===== src/rtl/ntr_cmd_dispatch.sv =====
// Command dispatcher: latches a decoded command and streams 32-bit response words.
// Optional macro NTR_HEADER_EN: opcode 0x00 returns a 128-word index header.
module ntr_cmd_dispatch (
  input  logic        clk,
  input  logic        rst,
  input  logic [63:0] cmd,
  input  logic        cmd_ready,
  input  logic        word_req,
  output logic [31:0] data_word,
  output logic        word_valid,
  output logic        led,
  output logic        busy,
  output logic        overrun
);

  typedef enum logic [1:0] {
    IDLE,
    LOAD,
    RESPOND,
    DRAIN
  } state_e;

  state_e      state_q, state_d;
  logic        rdy_q;
  logic        arm_q;
  logic [7:0]  op_q, op_d;
  logic [10:0] idx_q, idx_d;
  logic [10:0] last_q, last_d;
  logic        unl_q, unl_d;
  logic [31:0] dw_q, dw_d;
  logic        wv_q, wv_d;
  logic        led_q, led_d;
  logic        ovr_q, ovr_d;

  logic        start;
  logic [7:0]  w_op;
  logic [10:0] w_n;
  logic [31:0] w_data;
  logic        unused_ok;

  // arm_q blocks a cmd_ready left high across reset from starting a command
  assign start = cmd_ready & ~rdy_q & arm_q;

`ifdef NTR_HEADER_EN
  assign unused_ok = ^{cmd[63:57], cmd[55:8]};
`else
  assign unused_ok = ^{cmd[63:57], cmd[55:8], w_n};
`endif

  always_comb begin
    w_op = (state_q == LOAD) ? cmd[7:0] : op_q;
    w_n  = (state_q == LOAD) ? 11'd0 : idx_q + 11'd1;
    case (w_op)
      8'h9F:   w_data = 32'hFFFF_FFFF;
      8'h90:   w_data = 32'h807F_01E0;
      8'hFF:   w_data = 32'd1;
`ifdef NTR_HEADER_EN
      8'h00:   w_data = {21'd0, w_n};
`endif
      default: w_data = 32'd0;
    endcase
  end

  always_comb begin
    state_d = state_q;
    op_d    = op_q;
    idx_d   = idx_q;
    last_d  = last_q;
    unl_d   = unl_q;
    dw_d    = dw_q;
    wv_d    = wv_q;
    led_d   = led_q;
    ovr_d   = ovr_q;
    case (state_q)
      IDLE: begin
        if (start) state_d = LOAD;
      end
      LOAD: begin
        if (!cmd_ready) begin
          state_d = IDLE;
        end else begin
          state_d = RESPOND;
          op_d    = cmd[7:0];
          idx_d   = 11'd0;
          ovr_d   = 1'b0;
          wv_d    = 1'b1;
          dw_d    = w_data;
          unl_d   = 1'b0;
          last_d  = 11'd0;
          case (cmd[7:0])
            8'h9F:   last_d = 11'd2047;
            8'h90:   unl_d  = 1'b1;
            8'hFF:   led_d  = cmd[56];
`ifdef NTR_HEADER_EN
            8'h00:   last_d = 11'd127;
`endif
            default: last_d = 11'd0;
          endcase
        end
      end
      RESPOND: begin
        if (!cmd_ready) begin
          state_d = IDLE;
          wv_d    = 1'b0;
          dw_d    = 32'd0;
        end else if (word_req && wv_q) begin
          if (!unl_q && idx_q == last_q) begin
            state_d = DRAIN;
            wv_d    = 1'b0;
            dw_d    = 32'd0;
          end else begin
            idx_d = idx_q + 11'd1;
            dw_d  = w_data;
          end
        end
      end
      DRAIN: begin
        if (!cmd_ready) begin
          state_d = IDLE;
        end else if (word_req) begin
          ovr_d = 1'b1;
        end
      end
      default: state_d = IDLE;
    endcase
  end

  always_ff @(posedge clk) begin
    if (rst) begin
      state_q <= IDLE;
      rdy_q   <= 1'b0;
      arm_q   <= 1'b0;
      op_q    <= 8'd0;
      idx_q   <= 11'd0;
      last_q  <= 11'd0;
      unl_q   <= 1'b0;
      dw_q    <= 32'd0;
      wv_q    <= 1'b0;
      led_q   <= 1'b0;
      ovr_q   <= 1'b0;
    end else begin
      state_q <= state_d;
      rdy_q   <= cmd_ready;
      arm_q   <= arm_q | ~cmd_ready;
      op_q    <= op_d;
      idx_q   <= idx_d;
      last_q  <= last_d;
      unl_q   <= unl_d;
      dw_q    <= dw_d;
      wv_q    <= wv_d;
      led_q   <= led_d;
      ovr_q   <= ovr_d;
    end
  end

  assign data_word  = dw_q;
  assign word_valid = wv_q;
  assign led        = led_q;
  assign busy       = (state_q != IDLE);
  assign overrun    = ovr_q;

endmodule

===== config.mk =====
export PLATFORM = sky130hd
export DESIGN_NAME = ntr_cmd_dispatch
export DESIGN_NICKNAME = d
export VERILOG_FILES = /design/src/rtl/ntr_cmd_dispatch.sv
export SDC_FILE = /design/constraint.sdc
export NUM_CORES = 1
export LEC_CHECK = 0
export BUFFER_PORTS_ARGS = -buffer_cell sky130_fd_sc_hd__buf_2
export CORE_MARGIN = 2
export CORE_UTILIZATION = 40
export CTS_CLUSTER_DIAMETER = 150
export DETAILED_ROUTE_END_ITERATION = 12
export GPL_ROUTABILITY_DRIVEN = 0
export GPL_TIMING_DRIVEN = 0
export PLACE_DENSITY = 0.75
export SYNTH_ARGS = -nofsm -noshare
export SYNTH_HDL_FRONTEND = slang
export SYNTH_SLANG_ARGS = --single-unit

===== constraint.sdc =====
create_clock -name clk -period 2.48 [get_ports clk]
set_clock_uncertainty 0.05 [all_clocks]
set_input_delay 0.496 -clock clk [delete_from_list [all_inputs] [get_ports clk]]
set_output_delay 0.496 -clock clk [all_outputs]
set_load 0.05 [all_outputs]

Yosys cells after proc, flatten, opt, wreduce, memory -nomap -nowiden. Cells that the tools add are included.

Add/sub/neg operators: 1. Eq/ne operators: 20. Muxes and demuxes: 30. Bitwise operators: 5. Reduce and logical (&&, ||, !) cells: 14.

Operators by type and width (number): $mux 32 (4); $pmux 32 s3 (1); $pmux 32 s2 (1); $mux 11 (5); $eq 8x8->1 const B (6); $pmux 11 s2 (1); $ne 2x2->1 const B (8); $mux 2 (6); $reduce_and 4->1 (3); $add 11x1->11 const B (1); $eq 11x11->1 (1); $mux 1 (8); $mux 8 (1); $pmux 2 s4 (1); $ne 3x3->1 const B (2); $reduce_and 3->1 (2); $reduce_bool 2->1 (3); $reduce_and 5->1 (1); $eq 2x2->1 const B (2); $pmux 1 s2 (2); $and 1x1->1 (2); $eq 2x1->1 const B (1); $logic_and 1x1->1 (2); $logic_not 2->1 (1); other kinds (4) (5).

Register bits after elaboration: 70. Output and inout bits: 36. Logic and storage cells: 81.

Logic depth before layout (Yosys ltp). Gate-level depths: netlist (run 1).

Word-level depth: 8. Depth in mapped cells: 7. Mapped depth without buffers: 5.

Worst setup path before layout (run 1). No wires, ideal clock.

Path type: register to register. Start: reg wv_q, in the netlist word_valid. End: reg idx_q[3]. Arrival: 1.700 ns. Required time: 2.360 ns. Setup slack: 0.660 ns. Stages on the path, launching flop included: 6. Path buffers: 1. Period minus slack after synthesis: 1.820 ns. Cells stage by stage: dfxtp_1 and2_1 buf_2 nand4_1 or3_2 a21oi_1.

Word-level cells in the longest chain between the ends: 3.

Ends and longest elaborated chain: from (decl) (RTL line 31) `logic wv_q, wv_d;`; from (signal assigned) (RTL line 150) `wv_q <= wv_d;`; $logic_and 1x1->1 (RTL line 106) `end else if (word_req && wv_q) begin`; $ne 2x2->1 (no source line); $reduce_and 5->1 (no source line); to (signal assigned) (RTL line 146) `idx_q <= idx_d;`; to (decl) (RTL line 27) `logic [10:0] idx_q, idx_d;`.

Every way passes these cells. A chain may end at the register's enable or synchronous reset.

Worst setup path in the final report (run 1).
Start: reg idx_q[3]. End: reg dw_q[30], in the netlist data_word[30].

Word-level cells in the longest chain between the ends: 6.

Ends and longest elaborated chain: $eq 11x11->1 (RTL line 107) `if (!unl_q && idx_q == last_q) begin`; $logic_and 1x1->1 (RTL line 107); $mux 32 (RTL line 107); $mux 32 (RTL line 106); $mux 32 (RTL line 102) `if (!cmd_ready) begin`; $pmux 32 s2 (RTL line 74) `case (state_q)`; to (signal assigned) (RTL line 149) `dw_q <= dw_d;`; to (decl) (RTL line 30) `logic [31:0] dw_q, dw_d;`.

Every way passes these cells. The select of a mux whose other input is x is not followed.

==> results of run 1 <==
==> worst min-delay path, stage by stage <==
cell and delay [ps]:
buf_2 70, mux2i_1 50, nor2_1 70
==> cell type report <==
type / instances / area [um^2] / area share [%]
tap: 52 / 65.1 / 3.04
inverter: 4 / 15.0 / 0.702
multi-input combinational: 141 / 853 / 39.9
buffer: 38 / 269 / 12.6
sequential: 31 / 621 / 29.0
clock buffer: 7 / 76.3 / 3.57
timing repair buffer: 47 / 235 / 11.0
clock inverter: 1 / 5.00 / 0.234
==> power groups by stage <==
stage | clock network [mW] | logic, mW | registers (mW)
2_1_floorplan | 0 | 0.0412 | 0.521
3_3_place_gp | 0 | 0.0675 | 0.519
3_5_place_dp | 0 | 0.0683 | 0.519
4_1_cts | 0.386 | 0.0684 | 0.508
5_1_grt | 0.404 | 0.0757 | 0.509
6_report | 0.376 | 0.0680 | 0.508
==> cells in the final DEF, fill, tap and decap left out, drive strengths merged, types with 3 or more instances in the layout <==
cell type,count
and2,3
inv,4
nand4,5
o31ai,4
or4,8
nor4,5
nand3,5
a21oi,20
a31oi,3
and4,3
buf,81
nand2b,4
nand2,30
or3,4
o21ai,10
clkbuf,11
dfxtp,31
nor2,11
==> how the worst min path moves through the flow <==
stage | end | from | cells after the start | slack, ps
after floorplan | arm_q | arm_q | 2 | 380
after global placement | data_word[0] | data_word[0] | 2 | 390
after detailed placement | data_word[0] | data_word[0] | 2 | 390
after CTS | led | cmd[56] | 3 | 400
after global routing | op_q[7] | cmd[7] | 3 | 430
final | led | cmd[56] | 3 | 400
==> cells by family (layout without fill, tap and decap cells) <==
| logic type | count (synthesis) | after routing | share of synthesized area (%) |
|---|---|---|---|
| simple gates | 88 | 88 | 28.3 |
| mux | 1 | 1 | 0.569 |
| compound gates | 49 | 49 | 17.9 |
| buf+inv | 42 | 97 | 16.2 |
| xor+xnor | 2 | 2 | 0.997 |
| flops | 31 | 31 | 35.3 |
| fa+ha+maj | 1 | 1 | 0.712 |
==> per-layer routing <==
| metal | part of all wire (%) | wire length (um) | global-route usage (%) | vias to the layer above |
|---|---|---|---|---|
| li1 | - | - | - | 852 |
| met3 | 4.3 | 154 | 3.17 | 6 |
| met4 | 1.3 | 47 | 7.48 | 0 |
| met2 | 49 | 1770 | 26.9 | 34 |
| met5 | 0 | 0 | 0 | - |
| met1 | 45 | 1640 | 18.1 | 759 |
==> flip-flops by register name (all words and copies together), names as in the netlist <==
register and flops:
idx_q 11, op_q 8, last_q 1, unl_q 1, led 1, arm_q 1
state_q 2, word_valid 1, rdy_q 1, data_word 3, overrun 1
==> metrics by stage <==
step                      power [mW]  instances  cell area, um^2  hold slack (ps)
after detailed placement       0.588        313             2060              394
final                          0.953        321             2140              396
after global placement         0.587        313             2060              388
after floorplan                0.562        214             1760              380
after CTS                      0.963        321             2140              395
after global routing           0.988        321             2140              428
==> out/results.ini, run 1 <==
[outcome]
status=finished, final reports clean

[synthesis]
yosysMostFrequentCell=dfxtp_1
synth_seq_area_share_pct=35.3
synthTopCellsByArea=dfxtp_1 (35%), buf_4 (13%), nand2_1 (6.2%), a21oi_1 (5.4%), o21ai_0 (2.8%)
postSynth.asyncResetShare_pct=0
yosysTopAreaCell=dfxtp_1
synth_cells=214
synth_edf_count=0
synthFlopType=dfxtp_1
yosys_warnings=0
synth-seq-cells=31
syn_area_um2=1760
synth_commonest_cells=dfxtp_1 (31), buf_4 (30), nand2_1 (29)
ys_types=49
yosysTopAreaCellShare_pct=35.3
synth_fp_nets=283
avgSynthCellArea_um2=8.21

[floorplanning]
die_x_um=70.3
start_util_pct=40.9
dieArea_um2=4940
die_h_um=70.3
placementRows=24
core_um2=4290
io_pins=104

[place]
dp_hpwl_um=2770
portBuffers=47
dp_worst_setup_slack_ps=413

[power]
p_int_uw=724
p_clk_share_pct=39.5
irDropWorstVdd_uv=300
p_sw_share_pct=24.0
pwr-share-seq_pct=53.3
p_sw_uw=229
power_density_nw_per_um2=445
combPwrFrac_pct=7.1
p_leak_nw=0.974

[sta]
max_slew_margin_pct=60.4
rsz0062_at_grt=false
finalSetupTns_ps=0
hold_violations=0
slew_violations=0
setup_ws_ps=425
worst_pin_slew_ps=594
min_period_over_period_pct=82.9
fmax_mhz=487
final.min_clock_period_ps=2050
setup_violations=0

[critical_path]
cp_slowest_stage_delay_ps=560
cp-startpoint=idx_q[3]
arrival_ps=2150
critPathBufInv=0
worstRegToRegCells=5
crit_end=data_word[30]
required_ps=2570
critPathKind=flop to flop
crit_cells=5
start_kind=flop
r2r_start=idx_q[3]
critical_path.top_delay_family=simple AND/OR/NAND/NOR gates
regToRegEndpoint=data_word[30]
crit_top_cell=o21ai_0
cp_max_fo=7
cp_cell_sequence=or4_4 -> nor4_4 -> o21ai_0 -> o221ai_1 -> o21ai_0
endpoint_kind=flop
slowest_stage=or4_4
reg2reg_setup_slack_ps=430

[run]
maxCapViolCount=0

[routing]
drtIter0Drc=32
vias=1651
wire_per_inst_um=11.2
drtAntennaViolNets=0
via_per_inst=5.14
drc_errors=0
firstDrtPassIters=4
drt-total-wl_um=3610

[finish]
final_net_count=337
drive_gt1_share_pct=36.8
area_delta_synth_final_pct=21.7
antenna_cells=0
fillers=434
post-route-util_pct=49.8

[clock_tree]
clk_pin_slew_ps=60
cts_tree=yes
cts_root_buffer=clkbuf_8
hold_buffers=0
cts_max_path_buffers=2
cts_resized=0
clk_latency_ps=280
cts_made_buffers=5
htreeDepth=2
postCtsSetupBuffers=0
cts_sinks=31

[global_routing]
first_global_vias=1477
globalRoute.totalOverflow=0
grt_pass1_wl_um=6220
antenna_found_initial=0
grt_util_all_layers_pct=15.5
grt_max_degree=21

[worst_hold_path]
hp-class=primary input to flop

No activity file was read; power rests on OpenSTA's default activity.
==> inputs of run 2 (changes only) <==
--- a/config.mk
+++ b/config.mk
@@ -7,12 +7,12 @@
 export LEC_CHECK = 0
 export BUFFER_PORTS_ARGS = -buffer_cell sky130_fd_sc_hd__buf_2
 export CORE_MARGIN = 2
-export CORE_UTILIZATION = 40
+export CORE_UTILIZATION = 39
 export CTS_CLUSTER_DIAMETER = 150
 export DETAILED_ROUTE_END_ITERATION = 12
 export GPL_ROUTABILITY_DRIVEN = 0
 export GPL_TIMING_DRIVEN = 0
-export PLACE_DENSITY = 0.75
+export PLACE_DENSITY = 0.76
 export SYNTH_ARGS = -nofsm -noshare
 export SYNTH_HDL_FRONTEND = slang
 export SYNTH_SLANG_ARGS = --single-unit
==> constraint.sdc (replaced) <==
create_clock -name clk -period 1.8 [get_ports clk]
set_clock_uncertainty 0.05 [all_clocks]
set_input_delay 0.36 -clock clk [delete_from_list [all_inputs] [get_ports clk]]
set_output_delay 0.36 -clock clk [all_outputs]
set_load 0.05 [all_outputs]
==> out/results.ini, run 2 (synthesized netlist as in run 1, its figures left out) <==
[sta]
setup_ws_ps=-57.1
max_slew_margin_pct=67.9
hold_violations=0
worst_pin_slew_ps=481
setup_violations=6
rsz0062_at_grt=true
final.min_clock_period_ps=1860
min_period_over_period_pct=103
finalSetupTns_ps=-136
slew_violations=0
fmax_mhz=538

[global_routing]
globalRoute.totalOverflow=0
grt_max_degree=21
antenna_found_initial=0
grt_pass1_wl_um=6380
first_global_vias=1423
grt_util_all_layers_pct=15.7

[critical_path]
worstRegToRegCells=6
cp_cell_sequence=or4_4 -> nor4_4 -> o21a_4 -> buf_8 -> nand2_4 -> a211oi_2
critPathKind=flop to flop
start_kind=flop
r2r_start=idx_q[3]
cp_slowest_stage_delay_ps=540
cp_max_fo=5
required_ps=1960
endpoint_kind=flop
slowest_stage=or4_4
regToRegEndpoint=state_q[0]
reg2reg_setup_slack_ps=-60
arrival_ps=2020

[outcome]
status=finished with violations
violations=setup timing

[finish]
regMostFlops=idx_q
layout_commonest_cell=buf_2
layout_common_cells=buf_2 (49), buf_4 (33), nand2_1 (29)
largest_reg_flops=11
final_net_count=343
area_delta_synth_final_pct=31.8
fin_cells=327
antenna_cells=0
drive_gt1_share_pct=45.8

[floorplanning]
die_x_um=71.1
io_pins=104
die_h_um=71.1
placementRows=24
core_um2=4350
dieArea_um2=5060
start_util_pct=40.4

[clock_tree]
cts_max_path_buffers=2
htreeDepth=2
cts_root_buffer=clkbuf_8
cts_sinks=31
hold_buffers=0
cts_tree=yes
clk_pin_slew_ps=70
cts_made_buffers=5
clk_latency_ps=290

[routing]
vias=1696
via_per_inst=5.19
firstDrtPassIters=4
drtAntennaViolNets=0
drtIter0Drc=29
wire_per_inst_um=12.2
drc_errors=0
drt-total-wl_um=3980

[place]
portBuffers=47
dp_hpwl_um=2830
dp_worst_setup_slack_ps=-222
dp_cells=313

[power]
irDropWorstVdd_uv=532
power_density_nw_per_um2=652
p_leak_nw=1.05

[worst_hold_path]
holdPathStages=3
worstHoldStart=cmd[56]
holdPathEnd=led
hp-class=primary input to flop

[run]
maxCapViolCount=0

==> run 2: layer usage <==
layer | vias up | routed length, um | global-route usage (%)
li1 | 866 | - | -
met1 | 785 | 1800 | 18.4
met2 | 36 | 1960 | 27.2
met3 | 9 | 131 | 2.99
met4 | 0 | 85 | 7.76
met5 | - | 0 | 0
==> run 2: critical path: cells and delay by family (launching register included) <==
kind                   cells  cell delay, ps
flip-flops                 1             360
AO/OA/AOI/OAI              2             410
buffers and inverters      1             130
AND/OR/NAND/NOR            3             830
==> run 2: repair_timing <==
action | in CTS | in global routing
pin swaps | 4 | 9
buffers inserted | 0 | 4
resized for setup | 14 | 18
setup endpoints to repair | 34 | 16
cloned | 0 | 2
==> run 2: cell type report <==
class	instances	area, um^2
buffer	38	274
tap	52	65.1
timing repair buffer	52	290
clock buffer	6	82.6
sequential	31	639
inverter	4	15.0
multi-input combinational	142	916
fill	414	2040
clock inverter	2	35.0
==> run 2: power breakdown <==
group	total [mW]	internal (mW)	leakage, nW	switching, mW
logic	0.0977	0.0343	0.728	0.0634
registers	0.696	0.690	0.256	0.00622
clock network	0.716	0.448	0.0612	0.268
total	1.51	1.17	1.05	0.338
==> run 2: how the worst max path moves through the flow <==
stage	from	endpoint	slack (ps)	cells past startpoint
floorplan	idx_q[3]	state_q[0]	20	6
global placement	idx_q[3]	data_word[22]	-210	5
detailed placement	idx_q[3]	data_word[30]	-220	5
CTS	idx_q[3]	state_q[0]	-30	6
global route	state_q[0]	idx_q[10]	-120	6
finish	idx_q[3]	state_q[0]	-60	6
==> run 2: metrics by stage <==
step,hold WS [ps],instance area [um^2],power (mW),utilization [%]
4_1_cts,244,2210,1.53,50.8
6_report,251,2320,1.51,53.2
3_3_place_gp,390,2060,0.808,47.3
3_5_place_dp,396,2060,0.810,47.3
2_1_floorplan,380,1760,0.775,-
5_1_grt,257,2320,1.57,53.2
==> inputs of run 3 (changes only) <==
--- a/config.mk
+++ b/config.mk
@@ -5,14 +5,15 @@
 export SDC_FILE = /design/constraint.sdc
 export NUM_CORES = 1
 export LEC_CHECK = 0
+export ABC_AREA = 1
 export BUFFER_PORTS_ARGS = -buffer_cell sky130_fd_sc_hd__buf_2
 export CORE_MARGIN = 2
-export CORE_UTILIZATION = 39
+export CORE_UTILIZATION = 40
 export CTS_CLUSTER_DIAMETER = 150
 export DETAILED_ROUTE_END_ITERATION = 12
 export GPL_ROUTABILITY_DRIVEN = 0
 export GPL_TIMING_DRIVEN = 0
-export PLACE_DENSITY = 0.76
+export PLACE_DENSITY = 0.75
 export SYNTH_ARGS = -nofsm -noshare
 export SYNTH_HDL_FRONTEND = slang
 export SYNTH_SLANG_ARGS = --single-unit
==> out/results.ini, run 3 <==
[finish]
layout_commonest_cell=nand2_1
post-route-util_pct=50.3
drive_gt1_share_pct=26.4
layout_common_cells=nand2_1 (89), buf_2 (51), nor2_1 (36)
fin_cells=438
fillers=492
antenna_cells=0
final_net_count=441
largest_reg_flops=11
regMostFlops=idx_q
area_delta_synth_final_pct=19.8
final_area_um2=2410

[sta]
max_slew_margin_pct=65.1
fin_hold_ws_ps=220
worst_pin_slew_ps=523
final.min_clock_period_ps=1730
finalSetupTns_ps=0
setup_ws_ps=71.4
fmax_mhz=578
min_period_over_period_pct=96.0
hold_violations=0
setup_violations=0
slew_violations=0
rsz0062_at_grt=false

[clock_tree]
cts_root_buffer=clkbuf_8
cts_made_buffers=5
clk_pin_slew_ps=60
cts_tree=yes
cts_sinks=31
cts_max_path_buffers=2
postCtsSetupBuffers=0
htreeDepth=2
clk_latency_ps=290

[critical_path]
arrival_ps=1320
critPathKind=flop to primary output
r2r_start=idx_q[0]
required_ps=1390
endpoint_kind=primary output
cp_max_fo=10
reg2reg_setup_slack_ps=210
cp-startpoint=state_q[0]
worstRegToRegCells=7
crit_end=busy
regToRegEndpoint=idx_q[8]
start_kind=flop

[routing]
drt-total-wl_um=4730
firstDrtPassIters=4
drtIter0Drc=120
wire_per_inst_um=10.8
vias=2018
via_per_inst=4.61
drtAntennaViolNets=0
drc_errors=0

[floorplanning]
placementRows=25
die_x_um=74.9
dieArea_um2=5610
die_h_um=74.9
start_util_pct=42.0
io_pins=104
core_um2=4790

[synthesis]
yosysTopAreaCell=dfxtp_1
synthXorXnorAreaFrac_pct=3.49
synthTopCellsByArea=dfxtp_1 (31%), nand2_1 (17%), buf_4 (11%), nand3_1 (7.0%), nor2_1 (6.7%)
synth_compound_gate_area_share_pct=10.5
synth_mux_area_share_pct=0
synth_commonest_cells=nand2_1 (89), nor2_1 (36), dfxtp_1 (31)
yosys_warnings=0
synth-seq-cells=31
ys_types=27
synth_fp_nets=386
synth_top_family_by_area=simple AND/OR/NAND/NOR gates
synthFlopType=dfxtp_1
yosysMostFrequentCell=nand2_1
postSynth.asyncResetShare_pct=0
synth_simple_gate_area_share_pct=34.9
synth_cells=317
yosysTopAreaCellShare_pct=30.9
avgSynthCellArea_um2=6.34
synth_edf_count=0
synth_seq_area_share_pct=30.9
syn_area_um2=2010
synthAdderAreaFrac_pct=0.623

[place]
portBuffers=48
dp_worst_setup_slack_ps=122
placed_area_um2=2330
dp_cells=432
dp_hpwl_um=3530

[global_routing]
grt_util_all_layers_pct=17.7
antenna_found_initial=0
grt_max_degree=21
first_global_vias=1704
grt_pass1_wl_um=7630
globalRoute.totalOverflow=0

[power]
power_mw=1.43
p_leak_nw=1.19
irDropWorstVdd_uv=424
power_density_nw_per_um2=596

[worst_hold_path]
worstHoldStart=rst
hp-class=primary input to flop

[outcome]
status=finished, final reports clean

[run]
maxCapViolCount=0

## run 3: cell count changes after synthesis, moves of 5 or more
cell / before / now
inv_2: 0 / 5
nand2_1: 29 / 89
nor2_1: 11 / 36
nand3_1: 4 / 28
or4_1: 6 / 0
inv_1: 4 / 29
o22ai_1: 0 / 5
o21ai_1: 0 / 5
o21ai_0: 10 / 3
## run 3: kinds of logic after synthesis
group           Yosys count
xor+xnor                  8
flops                    31
simple gates            168
buf+inv                  71
compound gates           38
fa+ha+maj                 1
## run 3: final cells by class
class / count / area (um^2) / area share, %
Buffer: 37 / 267 / 11.1
Clock buffer: 6 / 72.6 / 3.01
Inverter: 34 / 128 / 5.30
Multi-Input combinational cell: 215 / 995 / 41.3
Sequential cell: 31 / 622 / 25.8
Tap cell: 67 / 83.8 / 3.48
Timing Repair Buffer: 48 / 240 / 9.98
## run 3: worst min path at each step
stage	to	slack (ps)	depth (start not counted)
floorplan	arm_q	380	2
global placement	overrun	380	2
detailed placement	overrun	380	2
CTS	rdy_q	210	2
global route	rdy_q	230	2
finish	rdy_q	220	2
## run 3: routing by layer
layer  track usage [%]  routed length, um  share of wire, %  up-vias
li1                  -                  -                 -     1086
met1              23.2               2280                48      883
met2              28.7               2170                46       42
met3              3.35                201               4.3        7
met4              7.14                 72               1.5        0
met5                 0                  0                 0        -
## run 3: report_power, final
part | total, mW | internal, mW | switching (mW) | leakage [nW]
Clock | 0.505 | 0.257 | 0.248 | 0.0371
Sequential | 0.715 | 0.702 | 0.0124 | 0.251
Combinational | 0.215 | 0.0663 | 0.149 | 0.904
Total | 1.43 | 1.03 | 0.408 | 1.19
## run 3: repair_timing
item / 4_1_cts / 5_1_grt
endpoints found under the hold margin: 0 / 0
gates resized for setup: 1 / 0
setup endpoints to repair: 18 / 0
hold buffers: 0 / 0
## run 3: critical path, cell delays in order (launching register included)
cell and delay (ps):
dfxtp_1 410, buf_2 240, nor2_1 70, inv_1 60
buf_2 260
